$ cat src/rtl/i2c_codec_responder.sv
// Write-only I2C target for the codec control protocol: ACKs frames sent to
// DEV_ADDR, decodes the 16-bit word into {addr[6:0], data[8:0]} and stores
// it in a small register file.
module i2c_codec_responder #(
  parameter logic [6:0]  DEV_ADDR = 7'h1A,
  parameter int unsigned NREG     = 16,
  parameter logic [6:0]  CLR_ADDR = 7'h0F
) (
  input  logic       i_clk,
  input  logic       i_rst,
  input  logic       i_scl,
  input  logic       i_sda,
  output logic       o_sda_oe,
  output logic       o_wr_valid,
  output logic [6:0] o_wr_addr,
  output logic [8:0] o_wr_data,
  input  logic [3:0] i_raddr,
  output logic [8:0] o_rdata,
  output logic       o_busy
);

  localparam int unsigned AW  = 7;
  localparam int unsigned DW  = 9;
  localparam int unsigned BW  = 8;
  localparam int unsigned CW  = 4;
  localparam int unsigned RAW = 4;
  localparam int unsigned IW  = (NREG > 1) ? $clog2(NREG) : 1;

  typedef enum logic [3:0] {
    S_IDLE,
    S_ADDR,
    S_ACK_A,
    S_BYTE1,
    S_ACK1,
    S_BYTE2,
    S_ACK2,
    S_OVERRUN,
    S_IGNORE
  } state_t;

  state_t state_q, state_d;

  // [0] metastability flop, [1] synchronized value, [2] previous value
  logic [2:0] scl_pipe;
  logic [2:0] sda_pipe;

  logic scl_sync, scl_prev, sda_sync, sda_prev;
  logic scl_rise_c, scl_fall_c, start_c, stop_c;

  logic [BW-1:0] sr_q;
  logic [BW-1:0] b1_q;
  logic [CW-1:0] cnt_q;
  logic          byte_done_c;

  logic shift_c, cnt_clr_c, b1_load_c, commit_c;
  logic oe_d, busy_d;

  logic [AW-1:0] wr_addr_c;
  logic [DW-1:0] wr_data_c;
  logic [DW-1:0] regs [NREG];
  logic          rd_hit_c;

  // Bus input synchronizers, reset to the idle-high bus level
  always_ff @(posedge i_clk) begin
    if (i_rst) begin
      scl_pipe <= 3'b111;
      sda_pipe <= 3'b111;
    end else begin
      scl_pipe <= {scl_pipe[1:0], i_scl};
      sda_pipe <= {sda_pipe[1:0], i_sda};
    end
  end

  assign scl_sync = scl_pipe[1];
  assign scl_prev = scl_pipe[2];
  assign sda_sync = sda_pipe[1];
  assign sda_prev = sda_pipe[2];

  // Bus events; SDA moving while SCL stays high is START/STOP, never data
  assign scl_rise_c = scl_sync & ~scl_prev;
  assign scl_fall_c = ~scl_sync & scl_prev;
  assign start_c    = scl_sync & scl_prev & sda_prev & ~sda_sync;
  assign stop_c     = scl_sync & scl_prev & ~sda_prev & sda_sync;

  assign byte_done_c = (cnt_q == CW'(BW));

  // Frame state register
  always_ff @(posedge i_clk) begin
    if (i_rst) state_q <= S_IDLE;
    else       state_q <= state_d;
  end

  // Next-state and datapath control
  always_comb begin
    state_d   = state_q;
    shift_c   = 1'b0;
    cnt_clr_c = 1'b0;
    b1_load_c = 1'b0;
    commit_c  = 1'b0;
    if (start_c) begin
      state_d   = S_ADDR;
      cnt_clr_c = 1'b1;
    end else if (stop_c) begin
      state_d = S_IDLE;
    end else begin
      case (state_q)
        S_IDLE: ;
        S_ADDR: begin
          if (scl_rise_c && !byte_done_c) begin
            shift_c = 1'b1;
          end else if (scl_fall_c && byte_done_c) begin
            if (sr_q[7:1] == DEV_ADDR && !sr_q[0]) state_d = S_ACK_A;
            else                                   state_d = S_IGNORE;
          end
        end
        S_ACK_A: begin
          if (scl_fall_c) begin
            state_d   = S_BYTE1;
            cnt_clr_c = 1'b1;
          end
        end
        S_BYTE1: begin
          if (scl_rise_c && !byte_done_c) begin
            shift_c = 1'b1;
          end else if (scl_fall_c && byte_done_c) begin
            state_d   = S_ACK1;
            b1_load_c = 1'b1;
          end
        end
        S_ACK1: begin
          if (scl_fall_c) begin
            state_d   = S_BYTE2;
            cnt_clr_c = 1'b1;
          end
        end
        S_BYTE2: begin
          if (scl_rise_c && !byte_done_c) begin
            shift_c = 1'b1;
          end else if (scl_fall_c && byte_done_c) begin
            state_d = S_ACK2;
          end
        end
        S_ACK2: begin
          if (scl_fall_c) begin
            state_d  = S_OVERRUN;
            commit_c = 1'b1;
          end
        end
        S_OVERRUN: ;
        S_IGNORE: ;
        default: state_d = S_IDLE;
      endcase
    end
    oe_d   = (state_d == S_ACK_A) || (state_d == S_ACK1) || (state_d == S_ACK2);
    busy_d = (state_d != S_IDLE);
  end

  // Bit shifter, bit counter and first-byte latch
  always_ff @(posedge i_clk) begin
    if (i_rst) begin
      sr_q  <= '0;
      b1_q  <= '0;
      cnt_q <= '0;
    end else begin
      if (cnt_clr_c) begin
        cnt_q <= '0;
      end else if (shift_c) begin
        sr_q  <= {sr_q[BW-2:0], sda_sync};
        cnt_q <= cnt_q + CW'(1);
      end
      if (b1_load_c) b1_q <= sr_q;
    end
  end

  assign wr_addr_c = b1_q[7:1];
  assign wr_data_c = {b1_q[0], sr_q};

  // Registered bus/status outputs and commit strobe
  always_ff @(posedge i_clk) begin
    if (i_rst) begin
      o_sda_oe   <= 1'b0;
      o_busy     <= 1'b0;
      o_wr_valid <= 1'b0;
      o_wr_addr  <= '0;
      o_wr_data  <= '0;
    end else begin
      o_sda_oe   <= oe_d;
      o_busy     <= busy_d;
      o_wr_valid <= commit_c;
      if (commit_c) begin
        o_wr_addr <= wr_addr_c;
        o_wr_data <= wr_data_c;
      end
    end
  end

  // Register file: clear-all on CLR_ADDR, out-of-range addresses are dropped
  always_ff @(posedge i_clk) begin
    if (i_rst) begin
      for (int unsigned i = 0; i < NREG; i++) regs[IW'(i)] <= '0;
    end else if (commit_c) begin
      if (wr_addr_c == CLR_ADDR) begin
        for (int unsigned i = 0; i < NREG; i++) regs[IW'(i)] <= '0;
      end else if (32'(wr_addr_c) < NREG) begin
        regs[IW'(wr_addr_c)] <= wr_data_c;
      end
    end
  end

  // Read addresses beyond the file return zero when the file is shallow
  if (NREG >= (1 << RAW)) begin : g_rd_full
    assign rd_hit_c = 1'b1;
  end else begin : g_rd_part
    assign rd_hit_c = (32'(i_raddr) < NREG);
  end

  // Registered read port; sees the pre-commit value in the commit cycle
  always_ff @(posedge i_clk) begin
    if (i_rst)         o_rdata <= '0;
    else if (rd_hit_c) o_rdata <= regs[IW'(i_raddr)];
    else               o_rdata <= '0;
  end

endmodule

$ cat config.mk
export PLATFORM = sky130hd
export DESIGN_NAME = i2c_codec_responder
export DESIGN_NICKNAME = d
export VERILOG_FILES = /design/src/rtl/i2c_codec_responder.sv
export SDC_FILE = /design/constraint.sdc
export NUM_CORES = 1
export LEC_CHECK = 0
export CAP_MARGIN = 20
export CORE_MARGIN = 5
export CORE_UTILIZATION = 45
export CTS_CLUSTER_DIAMETER = 150
export DETAILED_ROUTE_END_ITERATION = 10
export DONT_BUFFER_PORTS = 1
export SLEW_MARGIN = 25
export SYNTH_ARGS = -nofsm -noshare
export SYNTH_HDL_FRONTEND = slang
export SYNTH_SLANG_ARGS = --single-unit
$ cat constraint.sdc
create_clock -name i_clk -period 2.2 [get_ports i_clk]
set_input_delay 0.22 -clock i_clk [delete_from_list [all_inputs] [get_ports i_clk]]
set_output_delay 0.22 -clock i_clk [all_outputs]
set_load 0.005 [all_outputs]
; ---- Word-level counts from Yosys, hierarchy flattened
; Memory sizes are Yosys's and may differ from the RTL's. A register that Yosys moved wholly into a read port is not among the register bits.
; Index checks and enable logic that the tools add are counted.
[classes]
n_addsub = 1
order_cmp = 1
eq_ne = 14
mux = 59
bitwise_logic = 28
n_reduce_logical = 15
[op_table]
columns = op, n
row1 = two-way mux 9 bit, 17
row2 = two-way mux 4 bit, 13
row3 = two-way mux 1 bit, 28
row4 = one-hot mux 4 bit (7 select lines), 1
row5 = "equality test 4 x 3 -> 1 bit, second input constant", 6
row6 = OR 1 bit, 16
row7 = "equality test 4 x 2 -> 1 bit, second input constant", 3
row8 = OR reduction 9 bit, 1
row9 = "equality test 4 bit, second input constant", 2
row10 = bitwise AND 1 bit, 7
row11 = "equality test 7 x 4 -> 1 bit, second input constant", 1
row12 = "equality test 7 x 5 -> 1 bit, second input constant", 1
row13 = "less-than comparator 7 x 5 -> 1 bit, second input constant", 1
row14 = OR reduction 3 bit, 2
row15 = inverter 1 bit, 5
row16 = "adder 4 x 1 -> 4 bit, second input constant", 1
row17 = "equality test 4 x 1 -> 1 bit, second input constant", 1
row18 = zero test 4 bit, 1
row19 = nonzero test 4 bit, 1
row20 = OR reduction 2 bit, 2
row21 = logical AND 1 bit, 3
row22 = zero test 1 bit, 2
row23 = logical OR 1 bit, 2
row24 = AND reduction 2 bit, 1
[word_totals]
ff_bits = 49
ramBits = 144
input_bits = 8
output_inout_bits = 28
elab_cells = 130
n_memories = 1
[mem_list]
columns = memory, depth, word_bits, rd, rd_clocked_by_memory_dff, write_ports, line
row1 = regs, 16, 9, 1, 1, 16, 60  ; logic [DW-1:0] regs [NREG];

; ---- Depth between registers and ports, before layout
; Gate-level depths: netlist of the first run.
[logic_depth]
word_depth = 11
depth_mapped = 7

; ---- Least setup slack after synthesis of the first run
; Ideal clock, no wire load.
[synth_timing]
kind = register -> register
from = reg state_q[0]
to = mem regs[8][0], enable pin
setup_time_ns = 0.376
t_arrival_ns = 1.614
required_ns = 1.824
slack_ns = 0.211
stages_incl_launch_ff = 8
synth_period_minus_slack_ns = 1.989
cell_sequence = dfxtp_1 -> buf_4 -> and4bb_1 -> and2_4 -> buf_6 -> a41oi_4 -> buf_6 -> o21ai_1
[synth_lines]
columns = element, line
row1 = "start, declared", 41  ; state_t state_q, state_d;
row2 = "start signal, assigned", 90  ; else state_q <= state_d;
row3 = "end, declared", 60

==> impl_metrics.py, run 1 <==
metrics = {
    "run_status": {
        "status": "complete, no violations",
    },
    "logic_synthesis": {
        "yosys_warnings": 0,
        "avgSynthCellArea_um2": 13.4,
        "synth_top_area_share_pct": 48.3,
        "ys_types": 58,
        "ys_ff_latch": 202,
        "synth_edf_count": 144,
        "synthArstFlopShare_pct": 0,
        "syn-cell-area_um2": 8950,
        "yosysTopAreaCell": "edfxtp_1",
        "yosysSeqAreaShare_pct": 61.3,
        "netlist_instances": 670,
        "netlist_top_cells_area": "edfxtp_1 48%, dfxtp_1 13%, and2_1 9.4%",
        "synthFlopType": "edfxtp_1",
    },
    "worst_setup_path": {
        "rr_startpoint": "state_q[0]",
        "timing.rr.end": "regs[4][2]",
        "crit_arrival_ns": 2.22,
        "critPathTopFamily": "simple AND/OR/NAND/NOR gates",
        "cpPeakStageDelay_ns": 0.40,
        "worst-path-buf-inv": 2,
        "cp-start-kind": "flip-flop",
        "worstPathRequired_ns": 2.40,
        "slowest_stage": "nor3_4",
        "worstPathMaxFanout": 10,
        "path_class": "reg2reg",
        "crit_top_cell": "buf_4",
        "rrSetupSlack_ns": 0.18,
        "crit_chain": "and2b_1 > nand4bb_1 > buf_4 > nor3_4 > nand2b_1 > buf_4",
        "worstSetupEndpointType": "flip-flop",
        "rr_worst_depth": 6,
    },
    "cells_and_area": {
        "final_util_pct": 52.5,
        "final.fill_count": 1684,
        "drive_above_1_share_pct": 18.7,
        "instances_no_fill": 986,
        "layout_common_cells": "144 x edfxtp_1, 135 x and2_1, 58 x dfxtp_1, 45 x nand2_1, 43 x buf_4",
        "regArea_um2": 5490,
        "mostFrequentLayoutCell": "edfxtp_1",
        "num_antenna_cells": 0,
        "multi_input_area_um2": 3230,
        "nets": 715,
        "area_delta_synth_final_pct": 14.5,
    },
    "power": {
        "power.density_nw_per_um2": 825,
        "ir_drop_mv": 0.455,
        "power.leakage_nw": 3.77,
    },
    "floorplanning": {
        "rows": 51,
        "io_pins": 36,
        "die_h_um": 151,
        "start_util_pct": 45.9,
        "dieArea_um2": 22800,
        "die_w_um": 151,
        "core_area_um2": 19500,
    },
    "sta": {
        "slew_headroom_pct": 56.1,
        "tns_ns": 0,
        "hold_viol_final": 0,
        "rsz0062_at_grt": "no",
        "drv_slew": 0,
        "fin_ws_ns": 0.182,
        "fin_skew_ns": 0.00697,
        "max_freq_mhz": 496,
        "setup_viol": 0,
        "fin_crit_ns": 2.02,
        "layout_worst_path_cycle_share_pct": 91.7,
        "worstMarginPinSlew_ns": 0.655,
    },
    "clock_network": {
        "ctsResizeCount": 0,
        "cts_tree": "built",
        "cts_sinks": 202,
        "clk_path_buf_depth": 3,
        "post_cts_buffers": 0,
        "clk_pin_slew_ns": 0.06,
        "cts_root_buffer": "clkbuf_16",
        "numCtsBuffers": 22,
        "worstSkewPairLatency_ns": 0.50,
        "hold_buffers": 6,
        "h-tree-depth": 1,
    },
    "worst_hold_path": {
        "min_path_cells": 4,
        "holdPathEnd": "cnt_q[2]",
        "min_from": "i_rst",
        "min_path_type": "in2reg",
    },
    "placement": {
        "place_congestion": 0.866,
        "place_inst": 940,
        "dp_hpwl_mm": 13.4,
        "port_buffers": 0,
        "preCtsSetupSlack_ns": 0.207,
    },
    "grt": {
        "grt_usage_pct": 18.5,
        "antenna_found_initial": 0,
        "grt_max_degree": 45,
        "first_global_vias": 5387,
        "grt_pass1_wl_mm": 31.7,
        "overflow": 0,
    },
    "flow_run": {
        "max_cap_viol_count": 0,
    },
    "drt": {
        "vias_per_cell": 5.31,
        "vias": 5237,
        "drt_iter0_markers": 329,
        "ant_nets": 0,
        "first_pass_iters": 5,
        "drcViolationCount": 0,
        "routed_wl_mm": 20.3,
        "wire_per_inst_um": 20.6,
    },
}
-- cell families after synthesis --
group	after synthesis	share of synthesized area [%]
flip-flops	202	61.3
other	1	0.0419
buffers and inverters	54	3.03
XOR/XNOR	5	0.489
adder cells (fa/ha/maj)	2	0.279
AO/OA/AOI/OAI	63	4.78
multiplexers	62	10.8
AND/OR/NAND/NOR	281	19.3
-- final cells by class --
cell class                      instances  share of cell area [%]
Sequential cell                       202                    53.5
Multi-Input combinational cell        422                    31.5
Clock buffer                           25                    5.69
Timing Repair Buffer                   50                    4.03
Tap cell                              265                    3.23
Clock inverter                         15                    1.75
Inverter                                7                   0.256
-- per-layer routing --
metal | up-vias | track usage [%] | wire [µm]
met2 | 133 | 30.7 | 9960
met3 | 37 | 3.68 | 1100
met4 | 0 | 4.90 | 509
li1 | 2478 | - | -
met5 | - | 0 | 0
met1 | 2589 | 25.0 | 8770
-- Yosys cell counts, types with 4 or more instances --
cell / instances
buf_6: 5
nand3b_1: 4
and2_1: 135
nor2_1: 30
buf_4: 5
o21ai_0: 11
edfxtp_1: 144
nand2_1: 45
nand3_1: 6
or2_2: 7
o21ai_1: 4
nor3_1: 4
inv_1: 7
mux4_2: 28
buf_2: 10
a221oi_1: 8
nor2b_1: 5
a21oi_1: 19
mux2i_1: 34
dfxtp_1: 58
nand2b_1: 12
clkbuf_1: 24
a22oi_1: 9
nor3_4: 8
-- tightest hold or removal path, cell delays in order --
cell and delay [ns]:
nor2_1 0.03, o41ai_1 0.06, buf_4 0.13, nor2_1 0.04
-- report_power, final --
part	total (mW)	internal, mW	switching (mW)
sequential	4.30	4.23	0.0678
clock	3.83	2.38	1.45
combinational	0.331	0.166	0.165
total	8.46	6.77	1.68
-- through the flow --
step,cell area (µm²),total power [mW],hold WS [ns]
finish,10300,8.46,0.0226
global route,10300,8.76,0.0196
CTS,10300,8.54,0.00752
detailed placement,9420,4.69,0.298
global placement,9420,4.68,0.296
floorplan,8980,4.60,0.324
-- worst max path at each step --
stage | from | end | slack, ns | cells past startpoint
after detailed placement | state_q[0] | regs[4][2] | 0.21 | 6
after global routing | state_q[0] | o_wr_data[8] | 0.05 | 5
after floorplan | state_q[0] | regs[8][0] | 0.21 | 7
after global placement | state_q[0] | regs[4][1] | 0.29 | 6
final | state_q[0] | regs[4][2] | 0.18 | 6
after CTS | scl_pipe[1] | o_wr_data[8] | 0.19 | 6
-- flip-flops by register name (all words and copies together), names as in the netlist --
register and flops:
regs 144, sda_pipe 3, o_sda_oe 1, o_wr_valid 1
o_busy 1, o_wr_addr 7, b1_q 8, o_wr_data 9
sr_q 8, state_q 4, cnt_q 4, o_rdata 9
scl_pipe 3
(Power assumes the default switching activity.)
==> run 2: changes to the inputs <==
==> constraint.sdc (replaced) <==
create_clock -name i_clk -period 2.1 [get_ports i_clk]
set_input_delay 0.21 -clock i_clk [delete_from_list [all_inputs] [get_ports i_clk]]
set_output_delay 0.21 -clock i_clk [all_outputs]
set_load 0.005 [all_outputs]
==> impl_metrics.py, run 2 (synthesized netlist as in run 1, its figures left out) <==
metrics = {
    "worst_setup_path": {
        "rr_worst_depth": 6,
        "worstSetupEndpointType": "flip-flop",
        "path_class": "reg2reg",
        "worstPathRequired_ns": 2.48,
        "worstPathMaxFanout": 16,
        "crit_arrival_ns": 2.30,
        "cp-start-kind": "flip-flop",
    },
    "drt": {
        "first_pass_iters": 5,
        "ant_nets": 0,
        "vias_per_cell": 5.30,
        "wire_per_inst_um": 20.4,
        "drcViolationCount": 0,
        "drt_iter0_markers": 389,
        "routed_wl_mm": 20.2,
        "vias": 5248,
    },
    "clock_network": {
        "numCtsBuffers": 22,
        "h-tree-depth": 1,
        "cts_sinks": 202,
        "cts_tree": "built",
        "worstSkewPairLatency_ns": 0.49,
        "cts_root_buffer": "clkbuf_16",
        "clk_path_buf_depth": 3,
        "post_cts_buffers": 0,
        "clk_pin_slew_ns": 0.06,
    },
    "floorplanning": {
        "core_area_um2": 19500,
        "dieArea_um2": 22800,
        "rows": 51,
        "start_util_pct": 45.9,
        "die_h_um": 151,
        "io_pins": 36,
        "die_w_um": 151,
    },
    "sta": {
        "hold_ws_ns": 0.0541,
        "slew_headroom_pct": 58.6,
        "hold_viol_final": 0,
        "fin_crit_ns": 1.93,
        "drv_slew": 0,
        "fin_skew_ns": 0.0161,
        "tns_ns": 0,
        "setup_viol": 0,
        "worstMarginPinSlew_ns": 0.618,
        "layout_worst_path_cycle_share_pct": 91.8,
        "fin_ws_ns": 0.173,
        "rsz0062_at_grt": "no",
        "max_freq_mhz": 519,
    },
    "cells_and_area": {
        "reg_top3": "regs (144), o_rdata (9), o_wr_data (9)",
        "mostFrequentLayoutCell": "edfxtp_1",
        "final.fill_count": 1684,
        "instances_no_fill": 991,
        "layout_common_cells": "144 x edfxtp_1, 135 x and2_1, 58 x dfxtp_1, 48 x buf_4, 45 x nand2_1",
        "num_antenna_cells": 0,
        "regArea_um2": 5490,
        "regMostFlops": "regs",
        "multi_input_area_um2": 3230,
        "area_delta_synth_final_pct": 14.3,
        "drive_above_1_share_pct": 19.7,
        "largest_reg_flops": 144,
        "nets": 720,
    },
    "power": {
        "power.density_nw_per_um2": 834,
        "ir_drop_mv": 0.560,
        "power.leakage_nw": 3.79,
    },
    "run_status": {
        "status": "complete, no violations",
    },
    "grt": {
        "grt_pass1_wl_mm": 31.6,
        "first_global_vias": 5498,
        "antenna_found_initial": 0,
        "grt_max_degree": 45,
        "grt_usage_pct": 18.5,
        "overflow": 0,
    },
    "worst_hold_path": {
        "min_path_cells": 3,
        "min_path_type": "in2reg",
    },
    "placement": {
        "place_inst": 945,
        "dp_hpwl_mm": 13.5,
        "preCtsSetupSlack_ns": 0.282,
        "port_buffers": 0,
        "place_congestion": 0.853,
    },
    "flow_run": {
        "max_cap_viol_count": 0,
    },
}
-- run 2: changes by cell type in the layout (fill, tap and decap cells not counted), sizes merged --
cell      delta
buf          +5
bufinv       -4
clkbuf       +9
clkinv       -5
clkinvlp     -1
inv          +1
-- run 2: cell type report --
cell class	count	area share [%]
clock buffer	34	6.58
timing repair buffer	55	4.40
inverter	7	0.257
clock inverter	6	0.318
tap	265	3.24
sequential	202	53.6
multi-input combinational	422	31.6
-- run 2: critical path: stages, from the launching register on --
cell and delay [ns]:
dfxtp_1 0.33, buf_4 0.17, nor2b_1 0.18, nand2_1 0.33
nand2_1 0.17, a21oi_1 0.07, dlygate4sd3_1 0.56
-- run 2: per-stage QoR --
stage	utilization [%]	power, mW	area [µm²]
floorplan	-	4.82	8980
global placement	48.4	4.91	9460
detailed placement	48.4	4.92	9460
CTS	52.4	8.63	10200
global route	52.4	8.84	10200
finish	52.4	8.53	10200
-- run 2: timing repair --
item                      in CTS  in global routing
hold endpoints to repair      46                  0
hold buffers                   6                  0
resized for setup              0                  0
-- run 2: final timing paths --
| check | from | endpoint | slack (ns) |
|---|---|---|---|
| worst min-delay path | i_raddr[3] | o_rdata[7] | 0.05 |
| worst max-delay path | state_q[1] | o_wr_data[1] | 0.17 |
| worst min register to register | sda_pipe[0] | sda_pipe[1] | 0.41 |
| worst max register to register | state_q[1] | o_wr_data[1] | 0.17 |
-- run 2: routing by layer --
metal | global-route usage (%) | vias to the layer above | share of wire [%] | routed length [µm]
li1 | - | 2490 | - | -
met1 | 25.3 | 2589 | 44 | 8840
met2 | 30.3 | 133 | 48 | 9630
met3 | 3.50 | 36 | 6.2 | 1250
met4 | 5.12 | 0 | 2.3 | 456
met5 | 0 | - | 0 | 0
-- run 2: power breakdown --
group	internal [mW]	switching [mW]	total (mW)	leakage, nW
registers	4.43	0.0683	4.50	1.84
clock network	2.21	1.48	3.69	0.362
logic	0.175	0.173	0.348	1.59
total	6.82	1.72	8.53	3.79
